--- src/rtl/cpu_issue_seq_pkg.sv ---
// -----------------------------------------------------------------------------
// cpu_issue_seq_pkg
// Shared definitions for the CPU instruction-issue sequencer: the sequencer
// state encoding, the instruction word width, and the default program-buffer
// depth and wait-timeout values used as parameter defaults by the top level.
// -----------------------------------------------------------------------------
package cpu_issue_seq_pkg;

  localparam int DEPTH_DEF   = 16;  // program-buffer entries (power of two)
  localparam int TIMEOUT_DEF = 64;  // max cycles waiting on cpu_w per instruction
  localparam int WORD_W      = 16;  // instruction word width

  typedef enum logic [2:0] {
    IDLE,     // accept program writes and start requests
    ARM,      // wait for the CPU to report idle before the first load
    LOAD,     // present buffer[pc] with the load strobe
    START,    // pulse the CPU start strobe, instruction word held
    WAIT_LO,  // wait for the CPU to leave its wait state
    WAIT_HI,  // wait for the CPU to return to its wait state
    DONE      // one-cycle completion pulse
  } state_e;

endpackage : cpu_issue_seq_pkg

--- src/rtl/cpu_issue_seq_prog_buf.sv ---
// -----------------------------------------------------------------------------
// cpu_issue_seq_prog_buf
// Program buffer for the issue sequencer: DEPTH x WIDTH storage with one
// synchronous write port and one asynchronous (combinational) read port.
//
// Ports
//   clk    in   write clock
//   we     in   write enable
//   waddr  in   write address
//   wdata  in   write data
//   raddr  in   read address
//   rdata  out  buffer[raddr], combinational
// -----------------------------------------------------------------------------
module cpu_issue_seq_prog_buf #(
  parameter int DEPTH = 16,
  parameter int WIDTH = 16
) (
  input  logic                     clk,
  input  logic                     we,
  input  logic [$clog2(DEPTH)-1:0] waddr,
  input  logic [WIDTH-1:0]         wdata,
  input  logic [$clog2(DEPTH)-1:0] raddr,
  output logic [WIDTH-1:0]         rdata
);

  logic [WIDTH-1:0] mem [DEPTH];

  // NOTE: the storage array has no reset so it maps onto plain RAM/regfile
  // cells; the program survives a sequencer reset by design.
  always_ff @(posedge clk) begin
    if (we) mem[waddr] <= wdata;
  end

  assign rdata = mem[raddr];

endmodule : cpu_issue_seq_prog_buf

--- src/rtl/cpu_issue_seq.sv ---
// -----------------------------------------------------------------------------
// cpu_issue_seq
// Feeds a small CPU one instruction at a time from a program buffer. Each
// instruction is loaded into the CPU instruction register (cpu_load), the CPU
// is started (cpu_s), and the sequencer then waits for the CPU to drop and
// re-raise its wait flag (cpu_w) before issuing the next one. A watchdog
// aborts the run with a sticky err flag if the CPU takes too long.
//
// Ports
//   clk        in   clock, rising edge
//   reset      in   asynchronous active-low reset
//   prog_we    in   program-buffer write enable (honoured only when idle)
//   prog_addr  in   program-buffer write address
//   prog_data  in   instruction word to write
//   start      in   run `count` instructions from address 0 (honoured only when idle)
//   count      in   instruction count 0..DEPTH, sampled on accepted start
//   cpu_w      in   CPU wait flag, 1 = CPU idle
//   cpu_in     out  instruction word to the CPU, held between loads
//   cpu_load   out  instruction-register load strobe
//   cpu_s      out  CPU start strobe
//   busy       out  run in progress
//   done       out  one-cycle pulse on normal completion
//   err        out  sticky timeout flag, cleared by the next non-empty start
//   pc         out  index of the current instruction
// -----------------------------------------------------------------------------
module cpu_issue_seq
  import cpu_issue_seq_pkg::*;
#(
  parameter int DEPTH   = DEPTH_DEF,
  parameter int TIMEOUT = TIMEOUT_DEF
) (
  input  logic                     clk,
  input  logic                     reset,
  input  logic                     prog_we,
  input  logic [$clog2(DEPTH)-1:0] prog_addr,
  input  logic [WORD_W-1:0]        prog_data,
  input  logic                     start,
  input  logic [$clog2(DEPTH):0]   count,
  input  logic                     cpu_w,
  output logic [WORD_W-1:0]        cpu_in,
  output logic                     cpu_load,
  output logic                     cpu_s,
  output logic                     busy,
  output logic                     done,
  output logic                     err,
  output logic [$clog2(DEPTH)-1:0] pc
);

  localparam int AW = $clog2(DEPTH);
  localparam int CW = AW + 1;
  localparam int WW = $clog2(TIMEOUT + 1);

  state_e            state_q, state_d;
  logic [AW-1:0]     pc_q, pc_d;
  logic [CW-1:0]     cnt_q, cnt_d;
  logic [WW-1:0]     wdog_q, wdog_d;
  logic              busy_q, busy_d;
  logic              err_q, err_d;
  logic [WORD_W-1:0] cpu_in_q, cpu_in_d;

  logic              buf_we;
  logic [AW-1:0]     rd_addr;
  logic [WORD_W-1:0] rd_data;
  logic              last_instr;
  logic              wdog_expired;

  // Program writes are only accepted while idle so a running program cannot
  // be modified underneath the sequencer.
  assign buf_we = prog_we && (state_q == IDLE);

  // The buffer is read one step ahead: when leaving WAIT_HI for the next LOAD
  // the word at pc+1 is captured, otherwise the word at pc (pc=0 from ARM).
  // At the last instruction pc+1 may wrap, but no load follows in that case.
  assign rd_addr = (state_q == WAIT_HI) ? pc_q + AW'(1) : pc_q;

  cpu_issue_seq_prog_buf #(
    .DEPTH (DEPTH),
    .WIDTH (WORD_W)
  ) prog_buf (
    .clk   (clk),
    .we    (buf_we),
    .waddr (prog_addr),
    .wdata (prog_data),
    .raddr (rd_addr),
    .rdata (rd_data)
  );

  // count is never 0 while busy, so count-1 cannot underflow here.
  assign last_instr   = ({1'b0, pc_q} == (cnt_q - CW'(1)));
  // The watchdog holds the number of wait cycles already completed; the
  // TIMEOUT-th wait cycle is the one that sees TIMEOUT-1.
  assign wdog_expired = (wdog_q == WW'(TIMEOUT - 1));

  // NOTE: every signal assigned below gets a default first, so no path can
  // leave one unassigned and infer a latch.
  always_comb begin
    state_d  = state_q;
    pc_d     = pc_q;
    cnt_d    = cnt_q;
    wdog_d   = wdog_q;
    busy_d   = busy_q;
    err_d    = err_q;
    cpu_in_d = cpu_in_q;

    case (state_q)
      IDLE: begin
        if (start) begin
          if (count == '0) begin
            state_d = DONE;
          end else begin
            cnt_d   = count;
            pc_d    = '0;
            err_d   = 1'b0;
            busy_d  = 1'b1;
            state_d = ARM;
          end
        end
      end

      ARM: begin
        if (cpu_w) begin
          cpu_in_d = rd_data;
          state_d  = LOAD;
        end
      end

      LOAD: state_d = START;

      START: begin
        wdog_d  = '0;
        state_d = WAIT_LO;
      end

      WAIT_LO, WAIT_HI: begin
        if (wdog_expired) begin
          err_d   = 1'b1;
          busy_d  = 1'b0;
          pc_d    = '0;
          state_d = IDLE;
        end else begin
          wdog_d = wdog_q + WW'(1);
          if (state_q == WAIT_LO) begin
            if (!cpu_w) state_d = WAIT_HI;
          end else if (cpu_w) begin
            if (last_instr) begin
              state_d = DONE;
            end else begin
              pc_d     = pc_q + AW'(1);
              cpu_in_d = rd_data;
              state_d  = LOAD;
            end
          end
        end
      end

      DONE: begin
        busy_d  = 1'b0;
        pc_d    = '0;
        state_d = IDLE;
      end

      default: state_d = IDLE;
    endcase
  end

  // NOTE: state registers use non-blocking assignments so every flop samples
  // the pre-edge values regardless of process ordering.
  always_ff @(posedge clk or negedge reset) begin
    if (!reset) begin
      state_q  <= IDLE;
      pc_q     <= '0;
      cnt_q    <= '0;
      wdog_q   <= '0;
      busy_q   <= 1'b0;
      err_q    <= 1'b0;
      cpu_in_q <= '0;
    end else begin
      state_q  <= state_d;
      pc_q     <= pc_d;
      cnt_q    <= cnt_d;
      wdog_q   <= wdog_d;
      busy_q   <= busy_d;
      err_q    <= err_d;
      cpu_in_q <= cpu_in_d;
    end
  end

  // Strobes are decoded from the state register, so the asynchronous reset
  // clears them at once along with everything else.
  assign cpu_load = (state_q == LOAD);
  assign cpu_s    = (state_q == START);
  assign done     = (state_q == DONE);
  assign cpu_in   = cpu_in_q;
  assign busy     = busy_q;
  assign err      = err_q;
  assign pc       = pc_q;

endmodule : cpu_issue_seq
--- config.mk ---
export PLATFORM = sky130hd
export DESIGN_NAME = cpu_issue_seq
export DESIGN_NICKNAME = d
export VERILOG_FILES = /design/src/rtl/cpu_issue_seq_pkg.sv /design/src/rtl/cpu_issue_seq_prog_buf.sv /design/src/rtl/cpu_issue_seq.sv
export SDC_FILE = /design/constraint.sdc
export NUM_CORES = 1
export LEC_CHECK = 0
export BUFFER_PORTS_ARGS = -buffer_cell sky130_fd_sc_hd__clkbuf_2
export CORE_MARGIN = 8
export CORE_UTILIZATION = 45
export CTS_CLUSTER_SIZE = 10
export DETAILED_ROUTE_END_ITERATION = 10
export GPL_ROUTABILITY_DRIVEN = 0
export MAX_ROUTING_LAYER = met4
export PLACE_DENSITY = 0.63
export SLEW_MARGIN = 20
export SYNTH_ARGS = -nofsm -noshare
export SYNTH_HDL_FRONTEND = slang
export SYNTH_HIERARCHICAL = 1
export SYNTH_SLANG_ARGS = --single-unit
--- constraint.sdc ---
create_clock -name clk -period 3.32 [get_ports clk]
set_input_delay 0.498 -clock clk [delete_from_list [all_inputs] [get_ports clk]]
set_output_delay 0.498 -clock clk [all_outputs]
set_load 0.005 [all_outputs]
==> results of run 1 <==
-- layout make-up --
class / instances / area (sq um)
multi-input combinational: 265 / 2905
antenna: 2 / 5.005
sequential: 293 / 8613
inverter: 8 / 30.03
clock buffer: 60 / 969.7
tap: 335 / 419.2
timing repair buffer: 89 / 608.1
clock inverter: 4 / 30.03
fill: 2040 / 12110
-- registers in the layout, summed over array words and instances (netlist names) --
| signal | count |
|---|---|
| busy | 1 |
| cnt_q | 5 |
| cpu_in | 16 |
| err | 1 |
| pc | 4 |
| prog_buf/mem | 256 |
| state_q | 3 |
| wdog_q | 7 |
-- synth_stat cells, drive strengths merged --
master,instances
mux2i,2
o21a,2
mux2,22
xnor2,5
nand4bb,1
and2,3
nor2,23
or4,1
edfxtp,256
a31oi,2
a22oi,32
inv,8
nor3b,1
a22o,1
o31ai,3
nand3,6
nand2,30
or2,1
a21oi,6
a21boi,1
buf,14
or3b,2
o22ai,2
or3,1
o211ai,3
and3b,1
dfrtp,37
nor4,1
and3,1
mux4,64
nand3b,3
nand2b,3
o21ai,12
o311ai,3
nor3,9
nor2b,6
xor2,5
o211a,3
ha,3
o22a,1
clkbuf,12
-- logic make-up after synthesis --
logic type / after synthesis / synth area share [%]
AO/OA/AOI/OAI: 71 / 4.433
AND/OR/NAND/NOR: 93 / 3.863
XOR/XNOR: 10 / 0.7531
multiplexers: 88 / 15.02
flip-flops: 293 / 74.07
buffers and inverters: 34 / 1.539
adder cells (fa/ha/maj): 3 / 0.3228
-- metal layers --
metal | global-route usage (%) | wire [um] | vias up
li1 | - | - | 2635
met1 | 22.87 | 11180 | 3146
met2 | 26.90 | 12250 | 188
met3 | 2.816 | 1397 | 49
met4 | 5.534 | 638 | 0
met5 | - | 0 | -
-- power groups by stage --
stage	Clock [mW]	Combinational, mW	Sequential, mW
CTS	3.42	2.82	4.45
detailed placement	0	2.81	4.52
global placement	0	2.76	4.51
global route	3.57	3.01	4.48
floorplan	0	1.99	4.48
finish	3.34	2.76	4.44
-- metrics by stage --
step	worst slack [ps]	util, %	hold WS (ps)	cell area, sq um	total power, mW
after floorplan	265.0	-	202.4	11630	6.474
after global placement	562.8	48.95	475.2	12580	7.267
after detailed placement	496.2	48.95	482.8	12580	7.327
after CTS	473.6	52.84	10.67	13580	10.69
after global routing	253.6	52.84	29.05	13580	11.06
final	440.4	52.86	-3.947	13580	10.54
-- cell usage in the layout, fill, tap and decap left out, types with 4 or more instances in the layout --
| cell type | synthesis | routed |
|---|---|---|
| inv_1 | 7 | 7 |
| clkbuf_1 | 12 | 25 |
| nor2_1 | 23 | 11 |
| buf_4 | 3 | 29 |
| nor2_2 | 0 | 12 |
| mux4_1 | 10 | 10 |
| clkbuf_2 | 0 | 54 |
| o21ai_1 | 8 | 8 |
| a22oi_1 | 32 | 32 |
| buf_12 | 0 | 6 |
| xnor2_1 | 5 | 4 |
| clkbuf_16 | 0 | 35 |
| xor2_1 | 5 | 5 |
| nor3_2 | 0 | 4 |
| mux2_1 | 21 | 21 |
| nand2_1 | 30 | 30 |
| nand3_1 | 6 | 6 |
| edfxtp_1 | 256 | 256 |
| a21oi_1 | 6 | 6 |
| nor3_1 | 9 | 5 |
| nor2b_1 | 6 | 6 |
| mux4_2 | 54 | 54 |
| dfrtp_1 | 37 | 37 |
-- path summary, 6_finish.rpt --
path                            slack, ps    endpoint        from
worst max-delay path                  440   cpu_in[3]  state_q[1]
worst min-delay path                   -4   wdog_q[4]       reset
max in group asynchronous            2590  cpu_in[14]       reset
worst min register to register        490  cpu_in[12]  cpu_in[12]
worst max register to register        440   cpu_in[3]  state_q[1]
min in group clk                      230    cnt_q[0]    count[0]
==> impl_metrics.toml, run 1 <==
[critical_path]
cpMaxStageDelayCell = "and2_1"
path_depth = 8
end_kind = "flip-flop"
path_max_fanout = 16
worstPathRequired_ps = 3760
ff2ff_path_depth = 8
crit_path_cell_trace = "nor2b_1 -> nand2_1 -> nor2_1 -> xor2_1 -> and2_1 -> a22oi_1 -> nand2_1 -> mux2_1"
crit_buf_inv = 0
crit_family = "simple AND/OR/NAND/NOR gates"
slowest_delay_ps = 920
worstPathArrival_ps = 3320
startpoint_type = "flip-flop"
worstSetupPathType = "reg2reg"
cpMostUsedCell = "nand2_1"

[drt]
drt-vias-per-instance = 5.699
ant_nets = 0
vias = 6018
first_pass_iters = 5
drt_wl_total_um = 25460
routedWlPerCell_um = 24.11
drc = 0
drt_iter0_drc = 430

[placement]
place_inst = 990
dp_hpwl_um = 15040
io_buffers = 54

[synthesis]
yosysTopAreaCellShare_pct = 66.11
ys_types = 52
synth.net_count = 625
synth_area_leaders = "edfxtp_1 (66%), mux4_2 (10%), dfrtp_1 (8.0%), mux4_1 (2.3%), a22oi_1 (2.1%)"
avgSynthCellArea_sq_um = 19.64
synth_seq_cells = 293
synth-seq-area-share_pct = 74.07
synth.largest_area_cell = "edfxtp_1"
syn_inst = 592
ys_warn_count = 6
syn_area_sq_mm = 0.01163

[cts]
cts-resized-gates = 0
cts_tree = "done"
insertion_delay_ps = 510
postCtsHoldBufs = 0
cts_buffers = 35
htreeDepth = 2
clockRootBuffer = "clkbuf_16"
cts_buffer_depth = 3
postCtsSetupBuffers = 0
clk_pin_slew_ps = 60
clock-sinks = 293

[power_and_ir_drop]
clkPwrFrac_pct = 31.7
sequentialPowerShare_pct = 42.1
p_leak_nw = 4.564
power.internal_mw = 7.611
p_switching_mw = 2.930
pwr-share-comb_pct = 26.1
switching_share_pct = 27.80
ir_drop_mv = 0.5232
power_density_mw_per_mm2 = 776.2

[layout]
area_growth_pct = 16.78
final_cells = 1056
finalNetCount = 725
drive_gt1_share_pct = 28.65

[grt]
grt_start_max_net_pins = 65
grt_pass1_vias = 6462
grt_pass1_wl_um = 39190
grt_overflow = 0
grt_use_total_pct = 17.20
antenna_found_initial = 0

[sta]
rsz0062_at_grt = "false"
fin_crit_sh_pct = 86.74
setup-tns-final_ps = 0
fin_skew_ps = 12.19
period_needed_ps = 2880
max_freq_ghz = 0.3473
worst_slew_pin_slew_ps = 1116
hold_ws_ps = -3.947
drv_slew = 0
relSlewSlack_pct = 25.57
setup_viol = 0
finalHoldViolCount = 5

[floorplanning]
fp.dieH_um = 176.8
die-area_sq_mm = 0.03124
rows = 59
core-area_sq_mm = 0.02569
die_w_um = 176.8
io_pins = 55
start_util_pct = 45.27

[outcome]
violations = "negative hold slack"
status = "complete, but fails checks"

[run]
cap_viol_max_count = 0

[min_path]
hold_class = "in2async"
Power figures use the tool's default switching activity.
==> inputs of run 2 (changes only) <==
ABC_AREA = 1   (was default)
clock period = 3 ns   (was 3.32 ns; I/O delays follow)
==> run 2 against run 1 <==
  * The flow now finishes without violations
  * Hold slack better by 99 ps
  * Global-route usage is 1.7 points higher
  * Clock power is 18% higher
  * Maximum frequency is 19% higher
  * Clock skew is 6.5 ps higher
  * Final area is 11% higher
  * Area after synthesis is 14% higher
  * Count of clock-buffer cells in the layout stayed put
  * Critical path type unchanged
  * Highest routed layer unchanged
==> impl_metrics.toml, run 2 <==
[outcome]
status = "finished clean"

[layout]
drive_gt1_share_pct = 12.81
largest_reg_flops = 256
final_cell_mix = "nand2_1 (421), edfxtp_1 (256), inv_1 (230)"
area_growth_pct = 14.52
postLayoutCoreUtil_pct = 52.56
finalNetCount = 1435
regMostFlops = "prog_buf/mem"
final_common_cell = "nand2_1"
nFillCells = 2510

[sta]
worst_slew_pin_slew_ps = 980.5
rsz0062_at_grt = "false"
setup-tns-final_ps = 0
relSlewSlack_pct = 34.63
max_freq_ghz = 0.4126
drv_slew = 0
period_needed_ps = 2424
finalWorstSetupSlack_ps = 576.3
setup_viol = 0
hold_ws_ps = 94.87
finalHoldViolCount = 0
fin_crit_sh_pct = 80.79
fin_skew_ps = 18.72

[grt]
use_met1_pct = 24.67
grt_start_max_net_pins = 129
grt_use_total_pct = 18.89
grt_pass1_wl_um = 49980
grt_overflow = 0
grt_util_met3_pct = 4.474
grt_pass1_vias = 8654
antenna_found_initial = 3
use_met2_pct = 28.28
top_usage_layer = "met2"

[critical_path]
startpoint_type = "flip-flop"
r2r_slack_ps = 580
worstPathRequired_ps = 3410
cpMostUsedCell = "nand3_1"
crit_path_cell_trace = "nor2_4 -> nand2_4 -> xor2_4 -> buf_12 -> nand2_1 -> nand3_1 -> nand3_1 -> nand3_1 -> nand2_1 -> nand3_1 -> nand2_1"
end_kind = "flip-flop"
worstSetupPathType = "reg2reg"
slowest_delay_ps = 420
path_max_fanout = 128
worstPathArrival_ps = 2830
cpMaxStageDelayCell = "dfrtp_1"

[drt]
first_pass_iters = 5
drc = 0
vias = 9131
routedWlPerCell_um = 17.84
drt_iter0_drc = 757
drt-vias-per-instance = 5.028
ant_nets = 0
drt_wl_total_um = 32390

[power_and_ir_drop]
pwr-share-comb_pct = 29.6
power.internal_mw = 8.282
clkPwrFrac_pct = 31.2
power_density_mw_per_mm2 = 834.8
sequentialPowerShare_pct = 39.2
p_leak_nw = 6.672
ir_drop_mv = 0.3360
switching_share_pct = 34.41
p_switching_mw = 4.345

[synthesis]
ys_warn_count = 6
synth_top_cells_by_count = "nand2_1 (421), edfxtp_1 (256), inv_1 (230)"
synth.largest_area_cell = "edfxtp_1"
synth_area_leaders = "edfxtp_1 (58%), nand2_1 (12%), nand3_1 (8.5%), dfrtp_1 (7.0%), inv_1 (6.5%)"
synth_edf_count = 256
synth_seq_cells = 293
synth.net_count = 1366
avgSynthCellArea_sq_um = 9.908
synth-seq-area-share_pct = 65.21
syn_inst = 1333
ys.flop_type = "edfxtp_1"
yosysTopAreaCellShare_pct = 58.20
syn_area_sq_mm = 0.01321
ys_types = 35
synth-async-reset-ratio_pct = 12.63
yosysMostFrequentCell = "nand2_1"

[floorplanning]
die-area_sq_mm = 0.03509
rows = 62
io_pins = 55
fp.dieH_um = 187.3
die_w_um = 187.3
core-area_sq_mm = 0.02878
start_util_pct = 45.89

[cts]
insertion_delay_ps = 520
postCtsSetupBuffers = 0
cts_buffer_depth = 3
clk_pin_slew_ps = 50
cts_buffers = 36
htreeDepth = 2
cts_tree = "done"
postCtsHoldBufs = 0
cts-resized-gates = 0
clockRootBuffer = "clkbuf_16"
clock-sinks = 293

[placement]
dp_hpwl_um = 18440
io_buffers = 54
dpl_worst_slack_ps = 643.5

[run]
cap_viol_max_count = 0

[min_path]
hold_class = "in2async"
-- run 2: critical path: cells and delay by family, from the launching register on --
kind | cells | cell delay, ps
buffers and inverters | 1 | 380
xor gates and xnor gates | 1 | 220
and+or+nand+nor | 9 | 1080
DFF | 1 | 420
-- run 2: kinds of logic after synthesis --
family	synth area share, %
DFF	65.21
AOI/OAI and AO/OA	0.9852
and+or+nand+nor	23.62
adders and majority gates	0.2842
xor gates and xnor gates	0.4642
buffers and inverters	9.435
-- run 2: worst paths after layout --
| check | startpoint | to | depth (start not counted) |
|---|---|---|---|
| max | state_q[1] | cpu_in[4] | 11 |
| min | reset | cpu_in[3] | 1 |
| max reg2reg | state_q[1] | cpu_in[4] | 11 |
| min reg2reg | cpu_in[0] | cpu_in[0] | 2 |
| max in group asynchronous | reset | wdog_q[0] | 1 |
| min in group clk | count[2] | cnt_q[2] | 3 |
-- run 2: power groups by stage --
stage | logic, mW | clock network (mW) | registers [mW]
5_1_grt | 4.22 | 4.19 | 4.98
3_3_place_gp | 3.68 | 0 | 5.02
4_1_cts | 3.75 | 4.03 | 4.94
6_report | 3.74 | 3.94 | 4.95
2_1_floorplan | 2.90 | 0 | 4.94
3_5_place_dp | 3.74 | 0 | 5.02
-- run 2: layout make-up --
cell class | instances | area (sq um) | share of cell area, %
timing repair buffer | 88 | 625.6 | 4.136
clock buffer | 60 | 1044 | 6.899
antenna | 3 | 7.507 | 0.04963
inverter | 235 | 885.9 | 5.857
clock inverter | 5 | 36.28 | 0.2399
sequential | 293 | 8613 | 56.94
multi-input combinational | 748 | 3433 | 22.70
tap | 384 | 480.5 | 3.176
-- run 2: metrics by stage --
stage	cells	cell area [sq um]	total power, mW
2_1_floorplan	1333	13210	7.832
3_5_place_dp	1748	14040	8.759
4_1_cts	1813	15120	12.73
6_report	1816	15130	12.63
3_3_place_gp	1748	14040	8.693
5_1_grt	1816	15130	13.39
-- run 2: layer usage --
metal | wire length, um | vias up
li1 | - | 4419
met5 | 0 | -
met3 | 2623 | 66
met4 | 971 | 0
met2 | 14690 | 326
met1 | 14110 | 4320
